### src/rtl/control_sequencer.sv
// control_sequencer: microsequencer ahead of ControlUnit; fetches IR/IW, walks operand/execute/writeback
// states, handles interrupt entry, RETI and memory wait timeout. Optional halt/single-step: `define SINGLE_STEP_EN.
module control_sequencer #(
    parameter int CAR_BITS   = 6,
    parameter int WAIT_LIMIT = 8,
    parameter int WAIT_BITS  = 4
) (
    input  logic                clk,
    input  logic                rst_n,
    input  logic [15:0]         MDB,
    input  logic                MemReady,
    input  logic                IRQ,
    input  logic                GIE,
`ifdef SINGLE_STEP_EN
    input  logic                Halt,
    input  logic                Step,
`endif
    output logic [CAR_BITS-1:0] CAR,
    output logic [15:0]         IR,
    output logic [15:0]         IW,
    output logic                MemReq,
    output logic [1:0]          MemSel,
    output logic                MemWr,
    output logic                INTACK,
    output logic                BusErr
);
    typedef enum logic [3:0] {
        RESET    = 4'd0,  FETCH    = 4'd1,  DECODE  = 4'd2,  SRC_EXT = 4'd3,
        SRC_READ = 4'd4,  DST_EXT  = 4'd5,  DST_READ = 4'd6, EXEC    = 4'd7,
        WB       = 4'd8,  POP_SR   = 4'd9,  POP_PC  = 4'd10, INT_PC  = 4'd11,
        INT_SR   = 4'd12, INT_VEC  = 4'd13, HALT    = 4'd14
    } state_t;

    localparam logic [WAIT_BITS-1:0] WAIT_LAST = WAIT_BITS'((WAIT_LIMIT == 0) ? 0 : WAIT_LIMIT - 1);

    state_t               state, nextState, afterSrc, boundary, afterInt;
    logic [WAIT_BITS-1:0] waitCnt;
    logic                 fmtI, fmtII, isJump, isReti, constGen, srcExt, srcRead, stackWb, wbNeeded;
    logic [1:0]           as;
    logic [3:0]           rs;
    logic                 memState, timeout;

    // IR is frozen from FETCH to the next FETCH, so decoding it combinationally equals registering it in DECODE.
    always_comb begin
        fmtI     = IR[15:12] >= 4'd4;
        fmtII    = IR[15:10] == 6'b000100;
        isJump   = IR[15:13] == 3'b001;
        isReti   = IR == 16'h1300;
        as       = IR[5:4];
        rs       = fmtI ? IR[11:8] : IR[3:0];
        constGen = (rs == 4'd3) || (rs == 4'd2 && as[1]);
        srcExt   = !constGen && (as == 2'd1 || (as == 2'd3 && rs == 4'd0));
        srcRead  = !constGen && (as == 2'd1 || as == 2'd2 || (as == 2'd3 && rs != 4'd0));
        stackWb  = fmtII && (IR[9:7] == 3'd4 || IR[9:7] == 3'd5);
        wbNeeded = fmtI ? IR[7] : (fmtII && (stackWb || as != 2'd0));
        afterSrc = (fmtI && IR[7]) ? DST_EXT : EXEC;
    end

    always_comb begin
        boundary = FETCH;
        afterInt = FETCH;
`ifdef SINGLE_STEP_EN
        if (Halt) begin
            boundary = HALT;
            afterInt = HALT;
        end
`endif
        if (IRQ && GIE)
            boundary = INT_PC;
    end

    assign memState = state inside {FETCH, SRC_EXT, SRC_READ, DST_EXT, DST_READ, WB,
                                    POP_SR, POP_PC, INT_PC, INT_SR, INT_VEC};
    assign timeout  = (WAIT_LIMIT != 0) && memState && !MemReady && (waitCnt == WAIT_LAST);
    assign CAR      = CAR_BITS'(state);

    always_ff @(posedge clk or negedge rst_n) begin
        if (!rst_n) begin
            state   <= RESET;
            waitCnt <= '0;
            IR      <= '0;
            IW      <= '0;
        end else begin
            state <= nextState;
            if (timeout || nextState != state)
                waitCnt <= '0;
            else if (memState && !MemReady)
                waitCnt <= waitCnt + 1'b1;
            if (state == FETCH && MemReady)
                IR <= MDB;
            if ((state == SRC_EXT || state == DST_EXT) && MemReady)
                IW <= MDB;
        end
    end

    always_comb begin
        nextState = state;
        case (state)
            RESET:    nextState = FETCH;
            FETCH:    nextState = DECODE;
            DECODE: begin
                if (isReti)               nextState = POP_SR;
                else if (fmtI || fmtII)   nextState = srcExt ? SRC_EXT : (srcRead ? SRC_READ : afterSrc);
                else if (isJump)          nextState = EXEC;
                else                      nextState = boundary;
            end
            SRC_EXT:  nextState = srcRead ? SRC_READ : afterSrc;
            SRC_READ: nextState = afterSrc;
            DST_EXT:  nextState = DST_READ;
            DST_READ: nextState = EXEC;
            EXEC:     nextState = wbNeeded ? WB : boundary;
            WB:       nextState = boundary;
            POP_SR:   nextState = POP_PC;
            POP_PC:   nextState = boundary;
            INT_PC:   nextState = INT_SR;
            INT_SR:   nextState = INT_VEC;
            INT_VEC:  nextState = afterInt;
`ifdef SINGLE_STEP_EN
            HALT:     nextState = (!Halt || Step) ? FETCH : HALT;
`endif
            default:  nextState = FETCH;
        endcase
        if (memState && !MemReady)
            nextState = state;
        if (timeout)
            nextState = FETCH;
    end

    always_comb begin
        MemReq = memState;
        MemSel = 2'd0;
        MemWr  = 1'b0;
        case (state)
            SRC_READ:        MemSel = 2'd1;
            DST_READ:        MemSel = 2'd2;
            WB: begin
                MemWr  = 1'b1;
                MemSel = fmtI ? 2'd2 : (stackWb ? 2'd3 : 2'd1);
            end
            POP_SR, POP_PC,
            INT_VEC:         MemSel = 2'd3;
            INT_PC, INT_SR: begin
                MemWr  = 1'b1;
                MemSel = 2'd3;
            end
            default: ;
        endcase
        INTACK = (state == INT_VEC) && MemReady;
        BusErr = timeout;
    end
endmodule

### config.mk
export PLATFORM = sky130hd
export DESIGN_NAME = control_sequencer
export DESIGN_NICKNAME = d
export VERILOG_FILES = /design/src/rtl/control_sequencer.sv
export SDC_FILE = /design/constraint.sdc
export NUM_CORES = 1
export LEC_CHECK = 0
export CORE_UTILIZATION = 37
export CTS_CLUSTER_SIZE = 14
export DETAILED_ROUTE_END_ITERATION = 16
export PLACE_DENSITY = 0.68
export SKIP_LAST_GASP = 1
export SYNTH_ARGS = -nofsm -noshare
export SYNTH_HDL_FRONTEND = slang
export SYNTH_SLANG_ARGS = --single-unit
### constraint.sdc
create_clock -name clk -period 1.9 [get_ports clk]
set_input_delay 0.38 -clock clk [delete_from_list [all_inputs] [get_ports clk]]
set_output_delay 0.38 -clock clk [all_outputs]
set_load 0.03 [all_outputs]
# == Word-level counts from Yosys, hierarchy flattened ==
# Index checks and enable logic that the tools add are counted.
# word_totals
ff_bits,40
out_inout_bits,44
word_cells,83
# op_classes
add_sub_neg,1
order_cmp,1
eq_ne,25
n_mux,19
n_reduce_logical,33
# ops
operator,n
4-bit two-way mux,11
4-bit case mux with 11 select lines,1
"4-bit equality test, second input constant",6
"4-bit by 3-bit equality test with 1-bit output, second input constant",5
"16-bit by 13-bit equality test with 1-bit output, second input constant",1
"4-bit by 2-bit equality test with 1-bit output, second input constant",4
1-bit logical AND,14
11-bit nonzero test,1
1-bit logical OR,9
2-bit two-way mux,4
2-bit case mux with 4 select lines,1
"3-bit equality test, second input constant",2
"6-bit by 3-bit equality test with 1-bit output, second input constant",1
5-bit OR reduction,1
"4-bit by 1-bit adder with 4-bit output, second input constant",1
"2-bit equality test, second input constant",2
"4-bit by 1-bit equality test with 1-bit output, second input constant",1
"4-bit by 3-bit greater-or-equal comparator with 1-bit output, second input constant",1
4-bit zero test,1
4-bit inequality test,1
2-bit nonzero test,2
4-bit nonzero test,1
"3-bit by 1-bit equality test with 1-bit output, second input constant",1
3-bit OR reduction,1
other kinds (4),6

# == Longest topological paths before layout ==
# logic_depth
ltp_word,17
ltp_mapped,8

# == Least setup slack after synthesis ==
# Ideal clock, no wire load.
# synth_path
path_type,reg2out
from,register state[3]
to,output MemSel[1]
t_arrival_ps,1997
required_ps,1520
path_slack_ps,-477
path_stages_with_launch,5
path_buffers,2
path_cell_list,dfrtp_1 clkbuf_1 buf_1 a21oi_1 a311oi_1
# synth_via
elab_chain_len,3
elab_cells_between_ends,10
# synth_rtl
element,line,text
from (decl),36,"state_t state, nextState, afterSrc, boundary, afterInt;"
from (signal assigned),84,state <= nextState;
4-bit equality test,133,case (state)
5-bit OR reduction (no source line),--,
2-bit case mux with 4 select lines *,133,
to (decl),22,"output logic [1:0] MemSel,"
# Every way passes the cells marked *; elsewhere a longest branch is shown, timed or not.

# == Worst setup path after layout ==
# layout_path
from,register IR[10]
to,output MemSel[1]
# layout_via
elab_chain_len,5
# layout_rtl
element,line,text
from (decl),19,"output logic [15:0] IR,"
from (signal assigned),81,IR <= '0;
from (signal assigned),90,IR <= MDB;
6-bit by 3-bit equality test with 1-bit output,46,fmtII = IR[15:10] == 6'b000100;
1-bit logical AND,54,stackWb = fmtII && (IR[9:7] == 3'd4 || IR[9:7] == 3'd5);
2-bit two-way mux (2 in series),138,MemSel = fmtI ? 2'd2 : (stackWb ? 2'd3 : 2'd1);
2-bit case mux with 4 select lines,133,
# Every way passes these cells.

==> flow_metrics.env <==
export IMPL_drt_total_wl_mm=5.54
export IMPL_synth_compound_area_share_pct=13.4
export IMPL_fin_worst_skew_ns=0.00734
export IMPL_synth_edf_count=0
export IMPL_period_needed_ns=2.16
export IMPL_power_per_cell_area_nw_per_um2=1930
export IMPL_layout_drive_gt1_share_pct=40.3
export IMPL_postPlaceCellArea_sq_um=3170
export IMPL_first_global_vias=1962
export IMPL_synth_xor_area_share_pct=0.796
export IMPL_yosys_warnings=0
export IMPL_initial_core_util_pct=39.2
export IMPL_setup_viol=4
export IMPL_tightestPinTransition_ns=0.727
export IMPL_drt_drc_violations_left=0
export IMPL_design_area_sq_um=3390
export IMPL_finalHoldViolations=0
export IMPL_min_period_over_period_pct=114
export IMPL_cts_made_buffers=5
export IMPL_fmax_mhz=464
export IMPL_startpoint_type="register"
export IMPL_cp_max_fo=2
export IMPL_avgSynthCellArea_sq_um=10.7
export IMPL_place_hpwl_mm=4.13
export IMPL_outcome="finished, violations left"
export IMPL_crit_type="reg -> out"
export IMPL_grt_max_degree=32
export IMPL_p_sw_share_pct=44.1
export IMPL_place_gp_congestion=0.864
export IMPL_synth_top_family_by_area="multiplexers"
export IMPL_num_nets_final=329
export IMPL_final_antenna_net_count=0
export IMPL_antenna_found_initial=0
export IMPL_setup_slack_ns=-0.257
export IMPL_critPathArrivalTime_ns=1.78
export IMPL_pwr_share_comb_pct=68.0
export IMPL_slew_headroom_pct=51.5
export IMPL_syn2layout_area_growth_pct=54.0
export IMPL_rsz0062_at_grt="yes"
export IMPL_worstSkewPairLatency_ns=0.29
export IMPL_ioPinCount=65
export IMPL_leakagePower_nw=1.45
export IMPL_grt_first_pass_wirelength_mm=9.49
export IMPL_synth_simple_gate_area_share_pct=16.6
export IMPL_totalNegativeSetupSlack_ns=-0.362
export IMPL_synthCells=205
export IMPL_grt_remaining_overflow=0
export IMPL_diodes=0
export IMPL_ys_seq_elements=40
export IMPL_crit_required_ns=1.52
export IMPL_violations="negative setup slack"
export IMPL_ys_async_sr_fraction_pct=100
export IMPL_die_x_um=79.1
export IMPL_ys_seq_area_share_pct=45.5
export IMPL_clkSinkCount=40
export IMPL_synth_distinct_cells=56
export IMPL_drtPass1Iterations=4
export IMPL_hold_class="in -> async"
export IMPL_dieArea_sq_um=6260
export IMPL_pwr_share_seq_pct=23.5
export IMPL_clock_root_buffer="clkbuf_8"
export IMPL_p_int_w=0.00366
export IMPL_synthAdderAreaFrac_pct=2.28
export IMPL_h_tree_depth=2
export IMPL_core_area_sq_um=5610
export IMPL_routedWlPerCell_um=14.7
export IMPL_power_total_w=0.00655
export IMPL_clkPwrFrac_pct=8.5
export IMPL_vdd_ir_drop_max_uv=1020
export IMPL_critPathCaptureType="output pin"
export IMPL_muxShareOfSynthArea_pct=17.0
export IMPL_syn_area_sq_um=2200
export IMPL_cap_violations=0
export IMPL_drv_slew=0
export IMPL_fp_dieH_um=79.1
export IMPL_cts_tree="done"
export IMPL_clock_tree_buffer_depth=2
export IMPL_synth_flop_cell="dfrtp_1"
export IMPL_p_sw_w=0.00289
export IMPL_ctsHoldBuffers=0
export IMPL_grt_total_usage_pct=19.4
export IMPL_io_buffers=62
export IMPL_row_count=27
export IMPL_drt_initial_drc_count=84
export IMPL_via_per_inst=5.17
export IMPL_routed_via_count=1949
export IMPL_clk_pin_slew_worst_paths_ns=0.08
-- metal layers --
metal	vias up	share of wire, %	track usage (%)
met5	-	0	0
met4	0	0.97	5.45
met3	5	7.7	5.06
met2	66	47	31.2
met1	933	44	25.8
li1	945	-	-
-- repair_timing --
item / CTS / global route
buffers inserted: 7 / 3
pin swaps: 9 / 10
gates resized for setup: 14 / 16
endpoints found under the hold margin: 0 / 0
endpoints found under the setup margin: 10 / 10
-- critical path, stage by stage (launching register included) --
cell and delay (ns):
dfrtp_1 0.39, nor2_2 0.13, nand4b_1 0.14, o211ai_1 0.31, a21oi_2 0.12, a311oi_4 0.23, buf_6 0.17
-- cells by family after synthesis --
kind of cell | count (synthesis)
and+or+nand+nor | 64
other | 1
buffers and inverters | 19
DFF | 40
muxes | 33
AOI/OAI and AO/OA | 42
adders and majority gates | 4
xor gates and xnor gates | 2
-- worst paths after layout --
path                       startpoint          to  slack [ns]  cells after the start
max                            IR[10]   MemSel[1]       -0.26                      6
min                             rst_n       IW[0]        0.13                      1
max reg2reg                    IR[10]    state[1]        0.02                      8
min reg2reg                waitCnt[0]  waitCnt[0]        0.47                      1
max in group asynchronous       rst_n       IW[8]        1.18                      2
min in group clk           waitCnt[0]  waitCnt[0]        0.47                      1
-- sequential cells by signal, summed over array words and instances (netlist names) --
| register | count |
|---|---|
| waitCnt | 4 |
| IW | 16 |
| IR | 16 |
| state | 4 |
-- cells in the mapped netlist, types with 3 or more instances --
cell | number | share of area (%)
and2_1 | 4 | 1.1
clkbuf_1 | 4 | 0.68
buf_2 | 6 | 1.4
nor2_1 | 12 | 2.0
nor2b_1 | 5 | 1.4
ha_1 | 4 | 2.3
a21oi_1 | 8 | 1.8
or2_2 | 3 | 0.85
nor3_1 | 7 | 1.6
o21ai_0 | 5 | 1.1
nand4b_1 | 3 | 1.2
a31oi_1 | 4 | 1.1
mux2_2 | 30 | 15
inv_1 | 4 | 0.68
nand2_1 | 12 | 2.0
nand3_1 | 3 | 0.68
nand3b_1 | 3 | 1.0
dfrtp_1 | 40 | 46
-- placed cells by master, fill, tap and decap left out, types with 3 or more instances in the layout --
cell | netlist | routed
a21oi_1 | 8 | 5
a21oi_2 | 0 | 3
a31oi_1 | 4 | 4
and2_1 | 4 | 4
buf_4 | 2 | 43
buf_6 | 1 | 5
clkbuf_8 | 0 | 5
clkdlybuf4s50_1 | 0 | 49
dfrtp_1 | 40 | 35
dfrtp_2 | 0 | 5
dlygate4sd2_1 | 0 | 3
ha_1 | 4 | 3
inv_1 | 4 | 4
mux2_2 | 30 | 30
nand2_1 | 12 | 11
nand3_1 | 3 | 3
nand3b_1 | 3 | 3
nand4b_1 | 3 | 3
nor2_1 | 12 | 8
nor2_2 | 0 | 3
nor2b_1 | 5 | 4
nor3_1 | 7 | 3
nor3_4 | 1 | 3
o21ai_0 | 5 | 5
or2_4 | 0 | 3
-- metrics by stage --
step / util, % / hold slack (ns) / setup WS, ns / instances
floorplan: - / 0.0844 / -0.102 / 206
global placement: 56.5 / 0.451 / -0.109 / 362
detailed placement: 56.5 / 0.449 / -0.142 / 362
CTS: 59.5 / 0.156 / -0.213 / 376
global route: 60.4 / 0.187 / -0.345 / 377
finish: 60.4 / 0.131 / -0.257 / 377
-- power by group through the flow --
stage	Combinational, W	Clock (W)	Sequential (W)
after CTS	0.00434	0.000578	0.00154
after global placement	0.00419	0	0.00156
after global routing	0.00474	0.000613	0.00160
after floorplan	0.00174	0	0.00235
final	0.00445	0.000556	0.00154
after detailed placement	0.00422	0	0.00157
-- layout make-up --
type | count | area [sq um]
repair buffers | 106 | 971
clock buffers | 5 | 68.8
flip-flops and latches | 40 | 1010
multi-input cells | 147 | 1220
inverters | 4 | 15.0
fillers | 517 | 2220
well taps | 72 | 90.1
clock inverters | 3 | 18.8
(Power assumes the default switching activity.)
